==> src/rtl/back_iconch_controller.sv <==
// -----------------------------------------------------------------------------
// back_iconch_controller
//
// Channel-side initiator for a single interconnect channel. Up to N_REQ
// consumers raise operand-fetch requests; a round-robin arbiter picks one,
// the controller holds a channel request (producer address + destination
// address) until the producer EU reports success or a timeout expires, and
// the result (data or timeout status) is returned to the winning requester.
//
// Ports:
//   clk, reset_n              clock (rising edge), async active-low reset
//   req_valid_i               per-consumer request, held until its response
//   req_src_addr_i            packed producer addresses, slice i = requester i
//   req_dst_addr_i            packed destination addresses, slice i
//   resp_valid_o              one-cycle response pulse
//   resp_idx_o                index of the requester being answered
//   resp_data_o               data captured from the channel (0 on timeout)
//   resp_timeout_o            response is a timeout abort
//   icon_req_valid_o          channel req_valid
//   icon_src_addr_o           channel src_addr
//   icon_data_tx_o            channel data_tx (destination address)
//   icon_data_rx_i            channel data_rx
//   icon_data_valid_rx_i      channel data_valid_rx (not needed: success alone
//                             qualifies the captured word)
//   icon_success_i            channel success
//   flush_i                   synchronous abort of the in-flight transfer
//   busy_o                    controller is not idle
//
// All outputs are decoded from registered state only, so there is no
// combinational path from any icon_* input to an output.
// -----------------------------------------------------------------------------
module back_iconch_controller #(
    parameter int N_REQ   = 4,
    parameter int ADDR_W  = 8,
    parameter int DATA_W  = 32,
    parameter int TIMEOUT = 16,
    localparam int IDX_W  = (N_REQ > 1) ? $clog2(N_REQ) : 1
) (
    input  logic                      clk,
    input  logic                      reset_n,
    input  logic [N_REQ-1:0]          req_valid_i,
    input  logic [N_REQ*ADDR_W-1:0]   req_src_addr_i,
    input  logic [N_REQ*ADDR_W-1:0]   req_dst_addr_i,
    output logic                      resp_valid_o,
    output logic [IDX_W-1:0]          resp_idx_o,
    output logic [DATA_W-1:0]         resp_data_o,
    output logic                      resp_timeout_o,
    output logic                      icon_req_valid_o,
    output logic [ADDR_W-1:0]         icon_src_addr_o,
    output logic [ADDR_W-1:0]         icon_data_tx_o,
    input  logic [DATA_W-1:0]         icon_data_rx_i,
    input  logic                      icon_data_valid_rx_i,
    input  logic                      icon_success_i,
    input  logic                      flush_i,
    output logic                      busy_o
);

    localparam int CNT_W = (TIMEOUT > 1) ? $clog2(TIMEOUT) : 1;

    typedef enum logic [1:0] {
        ST_IDLE = 2'd0,
        ST_BUSY = 2'd1,
        ST_RESP = 2'd2
    } state_t;

    // Registered state
    state_t              state_r;
    logic [IDX_W-1:0]    rr_ptr_r;
    logic [IDX_W-1:0]    win_r;
    logic [ADDR_W-1:0]   src_r;
    logic [ADDR_W-1:0]   dst_r;
    logic [CNT_W-1:0]    cnt_r;
    logic [DATA_W-1:0]   data_r;
    logic                tmo_r;

    // Next-state values
    state_t              state_next_s;
    logic [IDX_W-1:0]    rr_next_s;
    logic [IDX_W-1:0]    win_next_s;
    logic [ADDR_W-1:0]   src_next_s;
    logic [ADDR_W-1:0]   dst_next_s;
    logic [CNT_W-1:0]    cnt_next_s;
    logic [DATA_W-1:0]   data_next_s;
    logic                tmo_next_s;

    // Arbitration
    logic [2*N_REQ-1:0]  req2_s;
    logic [N_REQ-1:0]    rot_s;
    logic [IDX_W-1:0]    first_s;
    logic [IDX_W:0]      sum_s;
    logic [IDX_W-1:0]    grant_idx_s;
    logic                grant_found_s;
    logic [ADDR_W-1:0]   sel_src_s;
    logic [ADDR_W-1:0]   sel_dst_s;

    // Success alone qualifies the data word; data_valid_rx is kept only for
    // port completeness.
    logic                unused_ok_s;
    assign unused_ok_s = icon_data_valid_rx_i;

    // Round-robin successor with wrap at N_REQ-1.
    function automatic logic [IDX_W-1:0] next_idx(input logic [IDX_W-1:0] idx);
        logic [IDX_W-1:0] res;
        if (idx == IDX_W'(N_REQ - 1)) begin
            res = {IDX_W{1'b0}};
        end else begin
            res = idx + IDX_W'(1);
        end
        return res;
    endfunction

    // Rotate the request vector so bit 0 is the requester at rr_ptr, then
    // find the lowest set bit and map it back to an absolute index.
    always_comb begin
        req2_s        = {req_valid_i, req_valid_i};
        rot_s         = N_REQ'(req2_s >> rr_ptr_r);
        grant_found_s = |req_valid_i;
        first_s       = {IDX_W{1'b0}};
        for (int j = N_REQ - 1; j >= 0; j--) begin
            first_s = rot_s[j] ? IDX_W'(j) : first_s;
        end
        sum_s = {1'b0, rr_ptr_r} + {1'b0, first_s};
        if (sum_s >= (IDX_W + 1)'(N_REQ)) begin
            grant_idx_s = IDX_W'(sum_s - (IDX_W + 1)'(N_REQ));
        end else begin
            grant_idx_s = sum_s[IDX_W-1:0];
        end
    end

    // Select the winner's address slices (one-hot AND-OR mux).
    always_comb begin
        sel_src_s = {ADDR_W{1'b0}};
        sel_dst_s = {ADDR_W{1'b0}};
        for (int i = 0; i < N_REQ; i++) begin
            sel_src_s = sel_src_s | (req_src_addr_i[i*ADDR_W +: ADDR_W] &
                                     {ADDR_W{grant_idx_s == IDX_W'(i)}});
            sel_dst_s = sel_dst_s | (req_dst_addr_i[i*ADDR_W +: ADDR_W] &
                                     {ADDR_W{grant_idx_s == IDX_W'(i)}});
        end
    end

    // FSM next-state and datapath update logic.
    always_comb begin
        state_next_s = state_r;
        rr_next_s    = rr_ptr_r;
        win_next_s   = win_r;
        src_next_s   = src_r;
        dst_next_s   = dst_r;
        cnt_next_s   = cnt_r;
        data_next_s  = data_r;
        tmo_next_s   = tmo_r;
        case (state_r)
            ST_IDLE: begin
                if (flush_i) begin
                    state_next_s = ST_IDLE;
                end else if (grant_found_s) begin
                    win_next_s   = grant_idx_s;
                    src_next_s   = sel_src_s;
                    dst_next_s   = sel_dst_s;
                    cnt_next_s   = {CNT_W{1'b0}};
                    state_next_s = ST_BUSY;
                end else begin
                    state_next_s = ST_IDLE;
                end
            end
            ST_BUSY: begin
                // Flush takes priority over a coincident success.
                if (flush_i) begin
                    state_next_s = ST_IDLE;
                    rr_next_s    = next_idx(win_r);
                end else if (icon_success_i) begin
                    data_next_s  = icon_data_rx_i;
                    tmo_next_s   = 1'b0;
                    state_next_s = ST_RESP;
                end else if (cnt_r == CNT_W'(TIMEOUT - 1)) begin
                    data_next_s  = {DATA_W{1'b0}};
                    tmo_next_s   = 1'b1;
                    state_next_s = ST_RESP;
                end else begin
                    cnt_next_s   = cnt_r + CNT_W'(1);
                end
            end
            ST_RESP: begin
                // The response pulse is already visible this cycle; flush
                // has nothing further to cancel.
                state_next_s = ST_IDLE;
                rr_next_s    = next_idx(win_r);
            end
            default: begin
                state_next_s = ST_IDLE;
            end
        endcase
    end

    // State and datapath registers.
    always_ff @(posedge clk or negedge reset_n) begin
        if (!reset_n) begin
            state_r  <= ST_IDLE;
            rr_ptr_r <= {IDX_W{1'b0}};
            win_r    <= {IDX_W{1'b0}};
            src_r    <= {ADDR_W{1'b0}};
            dst_r    <= {ADDR_W{1'b0}};
            cnt_r    <= {CNT_W{1'b0}};
            data_r   <= {DATA_W{1'b0}};
            tmo_r    <= 1'b0;
        end else begin
            state_r  <= state_next_s;
            rr_ptr_r <= rr_next_s;
            win_r    <= win_next_s;
            src_r    <= src_next_s;
            dst_r    <= dst_next_s;
            cnt_r    <= cnt_next_s;
            data_r   <= data_next_s;
            tmo_r    <= tmo_next_s;
        end
    end

    // Outputs decoded from registered state; zero outside their state.
    assign busy_o           = (state_r != ST_IDLE);
    assign icon_req_valid_o = (state_r == ST_BUSY);
    assign icon_src_addr_o  = (state_r == ST_BUSY) ? src_r : {ADDR_W{1'b0}};
    assign icon_data_tx_o   = (state_r == ST_BUSY) ? dst_r : {ADDR_W{1'b0}};
    assign resp_valid_o     = (state_r == ST_RESP);
    assign resp_idx_o       = (state_r == ST_RESP) ? win_r : {IDX_W{1'b0}};
    assign resp_data_o      = (state_r == ST_RESP) ? data_r : {DATA_W{1'b0}};
    assign resp_timeout_o   = (state_r == ST_RESP) & tmo_r;

endmodule

==> config.mk <==
export PLATFORM = sky130hd
export DESIGN_NAME = back_iconch_controller
export DESIGN_NICKNAME = d
export VERILOG_FILES = /design/src/rtl/back_iconch_controller.sv
export SDC_FILE = /design/constraint.sdc
export NUM_CORES = 1
export LEC_CHECK = 0
export CELL_PAD_IN_SITES_DETAIL_PLACEMENT = 0
export CELL_PAD_IN_SITES_GLOBAL_PLACEMENT = 1
export CORE_MARGIN = 2
export CORE_UTILIZATION = 27
export CTS_CLUSTER_DIAMETER = 40
export DETAILED_ROUTE_END_ITERATION = 6
export GPL_TIMING_DRIVEN = 0
export PLACE_DENSITY_LB_ADDON = 0.1
export SLEW_MARGIN = 30
export SYNTH_ARGS = -nofsm -noshare
export SYNTH_HDL_FRONTEND = slang
export SYNTH_SLANG_ARGS = --single-unit
==> constraint.sdc <==
create_clock -name clk -period 2.3 [get_ports clk]
set_input_delay 0.69 -clock clk [delete_from_list [all_inputs] [get_ports clk]]
set_output_delay 0.69 -clock clk [all_outputs]
set_load 0.02 [all_outputs]
# == Word-level counts from Yosys, hierarchy flattened ==
# Cells that the tools add are included.
# word_totals
register_bits,59
latch_bits,0
mem_bits_rw,0
romBits,0
input_bits,105
output_inout_bits,54
wordCells,83
memories,0
# op_classes
add_sub_neg,4
mul,0
div_mod_pow,0
magnitude_cmp,1
eq_ne,14
shift,1
mux,28
bitwise,16
n_reduce_logical,11
# ops
cell,count
$mux W32,3
$and A8 B8 Y8,8
$or A8 B8 Y8,6
$mux W2,11
$mux W4,5
$mux W8,2
$ne A2 B2 Y1 const B,5
$eq A2 B2 Y1 const B,4
$pmux W2 S2,2
$pmux W4 S2,1
$reduce_bool A2 Y1,4
$shr A8 B2 Y4,1
$reduce_and A3 Y1,2
$reduce_and A6 Y1,1
$add A4 B1 Y4 const B,1
$eq A2 B1 Y1 const B,2
$eq A4 B4 Y1 const B,1
$logic_not A2 Y1,2
$mux W1,4
$ne A4 B1 Y1 const B,1
$reduce_or A4 Y1,1
$add A2 B2 Y3,1
$ge A3 B3 Y1 const B,1
$add A2 B1 Y2 const B,1
other kinds (5),5

# == Logic depth before layout (Yosys ltp) ==
# Gate-level depths: netlist (run 1).
# depth
word_depth,13
ltp_mapped,11
depth_no_buf,10

# == Worst setup path after synthesis (run 1) ==
# Ideal clock, no wire load.
# synth_timing
path_kind,input port to flip-flop
start,in req_valid_i[3]
end,reg dst_r[6]
setup_ps,127
arrival_time_ps,2461
t_required_ps,2173
slack_ps,-288
path_stages,11
n_path_buf,2
cell_sequence,inv_1 > nand3_1 > o311ai_0 > o21ai_0 > o221ai_1 > ha_1 > clkbuf_1 > clkbuf_1 > mux2_2 > nand2_1 > a31oi_1
# synth_via
elab_chain_cells,13
word_cells_on_any_way,22
cone_classes,add/sub (2); order compare (1); eq/ne (3); shift (1); mux (5); bitwise (7); reduce/logical (3)
# synth_rtl
item,line_no,text
start: declaration,41,"input logic [N_REQ-1:0] req_valid_i,"
$shr A8 B2 Y4 (*),116,rot_s = N_REQ'(req2_s >> rr_ptr_r);
$mux W2 (3 in series),120,first_s = rot_s[j] ? IDX_W'(j) : first_s;
$mux W2 (*),120,
$add A2 B2 Y3 (*),122,"sum_s = {1'b0, rr_ptr_r} + {1'b0, first_s};"
$ge A3 B3 Y1 or $sub A2 B1 Y2 (tied branches),"123, 124",
$mux W2 (*),123,if (sum_s >= (IDX_W + 1)'(N_REQ)) begin
net grant_idx_s[0],91,logic [IDX_W-1:0] grant_idx_s;
$eq A2 B1 Y1 or $logic_not A2 Y1 (tied branches),138,{ADDR_W{grant_idx_s == IDX_W'(i)}});
$and A8 B8 Y8,137,sel_dst_s = sel_dst_s | (req_dst_addr_i[i*ADDR_W +: ADDR_W] &
$or A8 B8 Y8 (2 in series),137,
$or A8 B8 Y8 (*),137,
end signal: assignment,202,dst_r <= {ADDR_W{1'b0}};
end signal: assignment,211,dst_r <= dst_next_s;
end: declaration,71,logic [ADDR_W-1:0] dst_r;
# The timed path passes the listed nets; every way through them passes the cells marked *.
# A chain may end at the register's enable or synchronous reset.

# == Final worst setup path (run 1) ==
# layout_timing
start,in req_valid_i[2]
end,reg src_r[4]
# layout_via
elab_chain_cells,13
word_cells_on_any_way,22
cone_classes,add/sub (2); order compare (1); eq/ne (3); shift (1); mux (5); bitwise (7); reduce/logical (3)
# layout_rtl
item,line_no,text
$shr A8 B2 Y4,116,
$mux W2 (4 in series),120,
$add A2 B2 Y3,122,
$ge A3 B3 Y1 or $sub A2 B1 Y2 (tied branches),"123, 124",
$mux W2,123,
$eq A2 B1 Y1 or $logic_not A2 Y1 (tied branches),136,{ADDR_W{grant_idx_s == IDX_W'(i)}});
$and A8 B8 Y8,135,sel_src_s = sel_src_s | (req_src_addr_i[i*ADDR_W +: ADDR_W] &
$or A8 B8 Y8 (3 in series),135,
end signal: assignment,201,src_r <= {ADDR_W{1'b0}};
end signal: assignment,210,src_r <= src_next_s;
end: declaration,70,logic [ADDR_W-1:0] src_r;
# Parallel ways exist; a longest one is shown, timed or not.

==> results of run 1 <==
flip-flops by register name (all words and copies together), names as in the netlist:
name / cells
cnt_r: 4
data_r: 32
src_r: 8
rr_ptr_r: 2
state_r: 2
dst_r: 8
tmo_r: 1
win_r: 2
path summary, 6_finish.rpt:
path                         endpoint           start
setup / recovery             src_r[4]  req_valid_i[2]
max in group asynchronous  state_r[0]         reset_n
setup reg to reg             src_r[4]     rr_ptr_r[0]
hold reg to reg             data_r[2]       data_r[2]
min in group clk            data_r[2]       data_r[2]
hold / removal              data_r[6]         reset_n
area by class of cell:
cell class	instances	area share (%)
Inverter	7	0.789
Buffer	25	3.55
Multi-Input combinational cell	239	32.0
Clock buffer	10	4.01
Timing Repair Buffer	177	28.9
Clock inverter	6	1.58
Tap cell	147	3.22
Sequential cell	59	25.9
what timing repair did:
item                                    CTS  global route
endpoints found under the setup margin   86            91
buffers inserted                         15             2
resized for setup                       209            46
endpoints found under the hold margin     0             0
cloned                                    2             0
pin swaps                                 7            15
power groups by stage:
stage                     Combinational, mW  Sequential (mW)  Clock, mW
after floorplan                        2.13             1.48          0
after global placement                 3.08             1.52          0
after detailed placement               3.08             1.53          0
after CTS                              3.44             1.52       1.47
after global routing                   3.91             1.56       1.53
final                                  3.60             1.52       1.45
per-stage QoR:
step | hold WS [ns] | setup TNS, ns | power (mW) | instances
after floorplan | 0.394 | -0.0437 | 3.61 | 332
after global placement | 0.479 | -153.26 | 4.60 | 636
after detailed placement | 0.483 | -61.01 | 4.62 | 637
after CTS | 0.274 | 0 | 6.43 | 668
after global routing | 0.283 | -0.567 | 7.00 | 670
final | 0.272 | 0 | 6.58 | 670
synthesized netlist by cell type (all sizes together):
master and instances:
ha 3, xnor2 1, or4 1, nor2 24
nand3 18, mux2 18, nand2 22, o221ai 1
and2b 1, nand2b 3, xor2 4, nor2b 2
a22o 32, and2 52, clkbuf 18, nand4 1
clkinv 2, o21a 1, a2111oi 1, or3 1
mux2i 1, buf 9, or2 1, nor4 2
a31oi 33, inv 5, a22oi 1, o21ai 7
dfrtp 59, o211ai 1, nand4b 1, nor3 1
o311ai 1, a21oi 3, o22ai 1
routing by layer:
layer  vias to the layer above  wire length, um
li1                       1553                -
met1                      1512             4870
met2                       131             5220
met3                        16              834
met4                         0              209
met5                         -                0
worst register-to-register path: stages (launching register included):
cell	delay, ns
dfrtp_1	0.39
buf_6	0.14
nand2_1	0.08
o22ai_2	0.08
o21ai_2	0.14
o221ai_2	0.12
ha_4	0.19
xor2_4	0.26
xor2_4	0.30
buf_6	0.18
nand3_2	0.08
a31oi_2	0.19
cell families after synthesis:
group	synth area share, %
adders and majority gates	1.14
AOI/OAI and AO/OA	19.0
muxes	6.57
DFF	44.8
and+or+nand+nor	21.5
xor gates and xnor gates	2.36
buffers and inverters	4.67
==> impl_results.md, run 1 <==
* Cell family with most CP delay: compound AO/OA/AOI/OAI gates
* Max FO, Critical Path at 8
* Placed Area at slightly above 5000 um2
* CP endpoint kind: register
* Area Growth Syn to Fin at 73.3%
* Vias post-DR at 3,212
* Clk sink count at 59
* Req. time, crit path at 2.53 ns
* # port buffers at roughly 160
* Fillers at about 1,200
* Final period util at a little over nine tenths
* Hold Path Class: in2async
* Commonest non-fill, non-tap cell in the layout: clkdlybuf4s50_1
* DRC viols at 0
* Met1 Use GR at a little over a fifth
* Critical Path AT at 2.48 ns
* Share of cells above drive strength 1 at between 20 and 30%
* Combinational share of power at between 50% and 60%
* Critical path depth at 10
* Largest area contributor in the netlist: dfrtp_1
* Antenna violations before repair at 0
* Final instance area at ~5700 um2
* Placer's final routability congestion estimate at approximately 0.8
* DP Worst Slack at -1.19 ns
* Met3 GRT Util at ~5.1%
* Sw Share at 38.6%
* Buf/Inv on CP at 2
* Worst Max-Slew Pin Slew at 0.650 ns
* Leakage power at about 2.5 nW
* Cells after Synth at roughly 330
* Tmin final at ~2.3 ns
* GRT Total Usage at between 10% and 20%
* Worst path cell trace: buf_6, o311ai_4, o21ai_2, o221ai_2, ha_4, xor2_4, xor2_4, buf_6, nand3_2, a31oi_2
* Starting Density at 27.5%
* Post-CTS Hold Fix Bufs at 0
* Cell count of the worst reg-to-reg path at 11
* Final Util at 47.7%
* CP startpoint kind: input pin
* Max stage delay on crit path at around 0.30 ns
* Register area share after synthesis at ~45%
* Drt wl/cell at between 15 and 20 um
* Clock share of power at approximately 22%
* Max_cap viols at 0
* Vias per cell at between 4 and 5
* RSZ-0062 raised after global routing: yes
* Sequential Area at 1480 um2
* Synthesized net count at 440
* Total CTS buffers at 9
* Die width at roughly 110 um
* Detailed Route Iter0 Violations at 138
* Seq pwr share at around 23%
* Busiest metal layer after global routing: met2
* Sw Pwr at between 2 and 3 mW
* Worst relative slew slack at a little under three fifths
* Largest net degree at the start of global routing at 36
* Internal at around 4.0 mW
* Fin. Hold Viols at 0
* Reg2reg setup slack at roughly 0.060 ns
* Die extent in y at about 110 um
* Synthesized area at between 3000 and 4000 um2
* Max Clk Rate at around 0.44 GHz
* Placement row count at 40
* Most frequent cells in the layout: clkdlybuf4s50_1 (98), dfrtp_1 (57), and2_1 (52)
* Mapped Avg Cell Area at around 9.9 um2
* Worst-path clk slew at around 0.060 ns
* VDD IR max at between 600 and 700 uV
* Pwr/cell area at 1150 nW/um2
* Final setup skew at 0.00491 ns
* Distinct cell type count after synthesis at between 40 and 50
* Main area contributors after synthesis: dfrtp_1 (45%), and2_1 (9.9%), a22o_1 (8.5%)
* Final WS setup at roughly 0.044 ns
* First-pass GRT wire length at about 17 mm
* Register bit total from synthesis at 59
* Crit Path Category: in2reg
* ANT cells at 0
* Die area at around 13,000 um2
* Routed Antenna Nets at 0
* Remaining Overflow, GRT at 0
* Status: complete, no violations
* Vias in the first global route at 3,222
* Count of final max-slew check failures at 0
* # setup viols final at 0
* Clock Tree Root: clkbuf_16
* CTS Buffer Depth at 2
* YS warnings at 0
* Area occupied by multi-input gates at ~1800 um2
* M2 GR Usage at between 20% and 30%
* Top Ports at roughly 160
* Critical path's slowest cell: xor2_4
* Clock latency on the worst-skew pair at about 0.32 ns
* Top-area cell type share of the netlist area at 44.8%
* Fin nets at between 600 and 700
* Dpl hpwl at 7.77 mm
* First-pass iteration count of the detailed router at 4
* CTS tree: done
* Routed WL at ~11 mm
* H-Tree Depth at 3
* Core area at about 12,000 um2
(Power assumes the default switching activity.)
==> run 2: changes to the inputs <==
--- a/config.mk
+++ b/config.mk
@@ -8,7 +8,8 @@
 export CELL_PAD_IN_SITES_DETAIL_PLACEMENT = 0
 export CELL_PAD_IN_SITES_GLOBAL_PLACEMENT = 1
 export CORE_MARGIN = 2
-export CORE_UTILIZATION = 27
+export CORE_UTILIZATION = 28
+export CTS_BUF_LIST = sky130_fd_sc_hd__clkbuf_4
 export CTS_CLUSTER_DIAMETER = 40
 export DETAILED_ROUTE_END_ITERATION = 6
 export GPL_TIMING_DRIVEN = 0
==> run 2 against run 1 <==
The flow now finishes with violations (setup timing); worst setup slack got worse by 0.050 ns; clock-buffer cell count decreased by 1; routed wire length decreased by 0.44%; maximum frequency decreased by 2.1%; critical endpoint is now dst_r[4]; highest routed layer unchanged.
==> impl_results.md, run 2 (synthesized netlist as in run 1, its figures left out) <==
* Status: complete, but fails checks
* Failing checks: setup timing
* Seq pwr share at 23.6% (+0.5 points)
* CTS tree: done
* Drt wl/cell at 16.4 um (-1.0%)
* Commonest non-fill, non-tap cell in the layout: clkdlybuf4s50_1
* Detailed Route Iter0 Violations at 101 (-27%)
* Fin nets at 634 (+1.3%)
* Worst Max-Slew Pin Slew at 0.631 ns (-0.0187 ns)
* Largest Register: data_r
* First-pass iteration count of the detailed router at 5 (+1)
* # setup viols final at 2 (+2)
* Placed cells at 633 (-0.63%)
* Top Ports at 159 (unchanged)
* R2R Path End: dst_r[4]
* Die width at 112 um (-1.7%)
* Largest regs: data_r (32), dst_r (8), src_r (8)
* Final setup skew at 0.0193 ns (+0.0144 ns)
* First-pass GRT wire length at 17.6 mm (+3.5%)
* Leakage power at 2.52 nW (+2.1%)
* Layout Cells excl Fill at 674 (+0.60%)
* Critical path depth at 12 (+2)
* Buf/Inv on CP at 3 (+1)
* Fin. Hold Viols at 0 (unchanged)
* Critical path's slowest cell: dfrtp_1
* Placement row count at 39 (-2.5%)
* Vias post-DR at 3,286 (+2.3%)
* Tmin final at 2.31 ns (+0.0496 ns)
* Count of final max-slew check failures at 0 (unchanged)
* Placer's final routability congestion estimate at 0.798 (-0.42%)
* Vias per cell at 4.88 (+1.7%)
* CP endpoint kind: register
* Routed WL at 11.1 mm (-0.44%)
* Starting Density at 28.7% (+1.2 points)
* Reg2reg setup slack at -0.005 ns (-0.07 ns)
* Most frequent cells in the layout: clkdlybuf4s50_1 (98), dfrtp_1 (57), buf_6 (47)
* Clk sink count at 59 (unchanged)
* Total CTS buffers at 9 (unchanged)
* Worst relative slew slack at 57.6% (+1.3 points)
* VDD IR max at 734 uV (+16%)
* Die area at 12,600 um2 (-3.4%)
* Routed Antenna Nets at 0 (unchanged)
* Req. time, crit path at 2.60 ns (+0.07 ns)
* Die extent in y at 112 um (-1.7%)
* Fillers at 1,088 (-6.1%)
* Sw Share at 40.7% (+2.1 points)
* Antenna violations before repair at 0 (unchanged)
* Final WS setup at -0.00514 ns (-0.0496 ns)
* Share of cells above drive strength 1 at 37.7% (+8.2 points)
* Pwr/cell area at 1100 nW/um2 (-4.6%)
* Worst-path clk slew at 0.12 ns (+0.06 ns)
* Power, Total at 6.42 mW (-2.5%)
* ANT cells at 0 (unchanged)
* Post-CTS Hold Fix Bufs at 0 (unchanged)
* Clock latency on the worst-skew pair at 0.41 ns (+0.09 ns)
* Largest net degree at the start of global routing at 35 (-2.8%)
* CTS Buffer Depth at 2 (unchanged)
* Combinational share of power at 64.7% (+9.9 points)
* Clock Tree Root: clkbuf_4
* Max stage delay on crit path at 0.41 ns (+0.11 ns)
* Max Clk Rate at 0.434 GHz (-2.1%)
* CP startpoint kind: register
* Final instance area at 5840 um2 (+2.3%)
* Placed Area at 5120 um2 (-0.27%)
* H-Tree Depth at 3 (unchanged)
* Origin of the worst setup path: rr_ptr_r[0]
* Largest register FFs at 32 (unchanged)
* Crit Path Category: reg2reg
* Dpl hpwl at 7.72 mm (-0.62%)
* Area Growth Syn to Fin at 77.2%
* Core area at 11,500 um2 (-4.1%)
* Clock share of power at 11.7% (-10 points)
* DRC viols at 0 (unchanged)
* Max FO, Critical Path at 7 (-1)
* Internal at 3.80 mW (-5.8%)
* Sw Pwr at 2.61 mW (+2.8%)
* Vias in the first global route at 3,348 (+3.9%)
* Critical Path AT at 2.60 ns (+0.12 ns)
* RSZ-0062 raised after global routing: yes
* Most frequent CP cell: xor2_4
* # port buffers at 157 (unchanged)
* Worst path cell trace: buf_6, nand2_1, o22ai_2, o21ai_2, o221ai_2, ha_4, xor2_4, xor2_4, buf_4, clkbuf_16, a31oi_2, a31oi_1
* Cell count of the worst reg-to-reg path at 12 (+1)
* Max_cap viols at 0 (unchanged)
* GRT Total Usage at 17.6% (+0.73 points)
* Crit Reg-Reg Startpoint: rr_ptr_r[0]
* Hold Path Class: in2async
* Remaining Overflow, GRT at 0 (unchanged)
* Cell family with most CP delay: compound AO/OA/AOI/OAI gates
* Final period util at 100% (+2.2 points)
[run 2: cell count changes in the layout (fill, tap and decap cells not counted), moves of 8 or more]
cell | before | now
buf_6 | 9 | 47
and2_1 | 52 | 25
and2_4 | 0 | 27
clkdlybuf4s15_2 | 18 | 0
dlygate4sd2_1 | 10 | 0
clkbuf_4 | 2 | 11
buf_8 | 0 | 8
clkbuf_16 | 10 | 2
[run 2: what timing repair did]
action | in CTS | in global routing
resized for setup | 324 | 102
buffers inserted | 20 | 3
pin swaps | 7 | 29
cloned | 5 | 1
endpoints found under the setup margin | 74 | 74
[run 2: layout make-up]
| class | instances | area [um2] | area share, % |
|---|---|---|---|
| multi-input combinational | 239 | 1940 | 33.3 |
| timing repair buffer | 186 | 1850 | 31.7 |
| inverter | 7 | 42.5 | 0.729 |
| sequential | 59 | 1480 | 25.3 |
| clock inverter | 7 | 68.8 | 1.18 |
| tap | 143 | 179 | 3.07 |
| buffer | 24 | 209 | 3.58 |
| clock buffer | 9 | 67.6 | 1.16 |
[run 2: worst max-delay path by stage]
stage	end	slack, ns
floorplan	dst_r[0]	-0.01
global placement	dst_r[0]	-1.60
detailed placement	src_r[1]	-1.15
CTS	resp_data_o[7]	-0.13
global route	dst_r[6]	-0.12
finish	dst_r[4]	-0.005
[run 2: through the flow]
stage	setup TNS, ns	utilization, %	hold slack (ns)	setup slack [ns]
floorplan	-0.0437	-	0.394	-0.0114
global placement	-153.33	44.5	0.479	-1.60
detailed placement	-60.08	44.7	0.483	-1.15
CTS	-1.11	48.1	0.160	-0.129
global route	-1.50	50.9	0.173	-0.116
finish	-0.00715	50.9	0.179	-0.00514
[run 2: metal layers]
metal  wire, um  GRT usage [%]
met1       4730           22.3
met2       5320           29.9
met3        813           4.05
met4        214           5.85
met5          0              0
[run 2: power by group through the flow]
stage | sequential, mW | clock [mW] | combinational [mW]
after floorplan | 1.48 | 0 | 2.13
after global placement | 1.52 | 0 | 3.05
after detailed placement | 1.53 | 0 | 3.06
after CTS | 1.51 | 0.776 | 3.58
after global routing | 1.56 | 0.826 | 4.47
final | 1.51 | 0.752 | 4.15
[run 2: worst register-to-register path: stages (launching register included)]
cell and delay (ns):
dfrtp_1 0.41, buf_6 0.14, nand2_1 0.09, o22ai_2 0.09, o21ai_2 0.16, o221ai_2 0.13
ha_4 0.20, xor2_4 0.26, xor2_4 0.12, buf_4 0.16, clkbuf_16 0.15, a31oi_2 0.19
a31oi_1 0.10
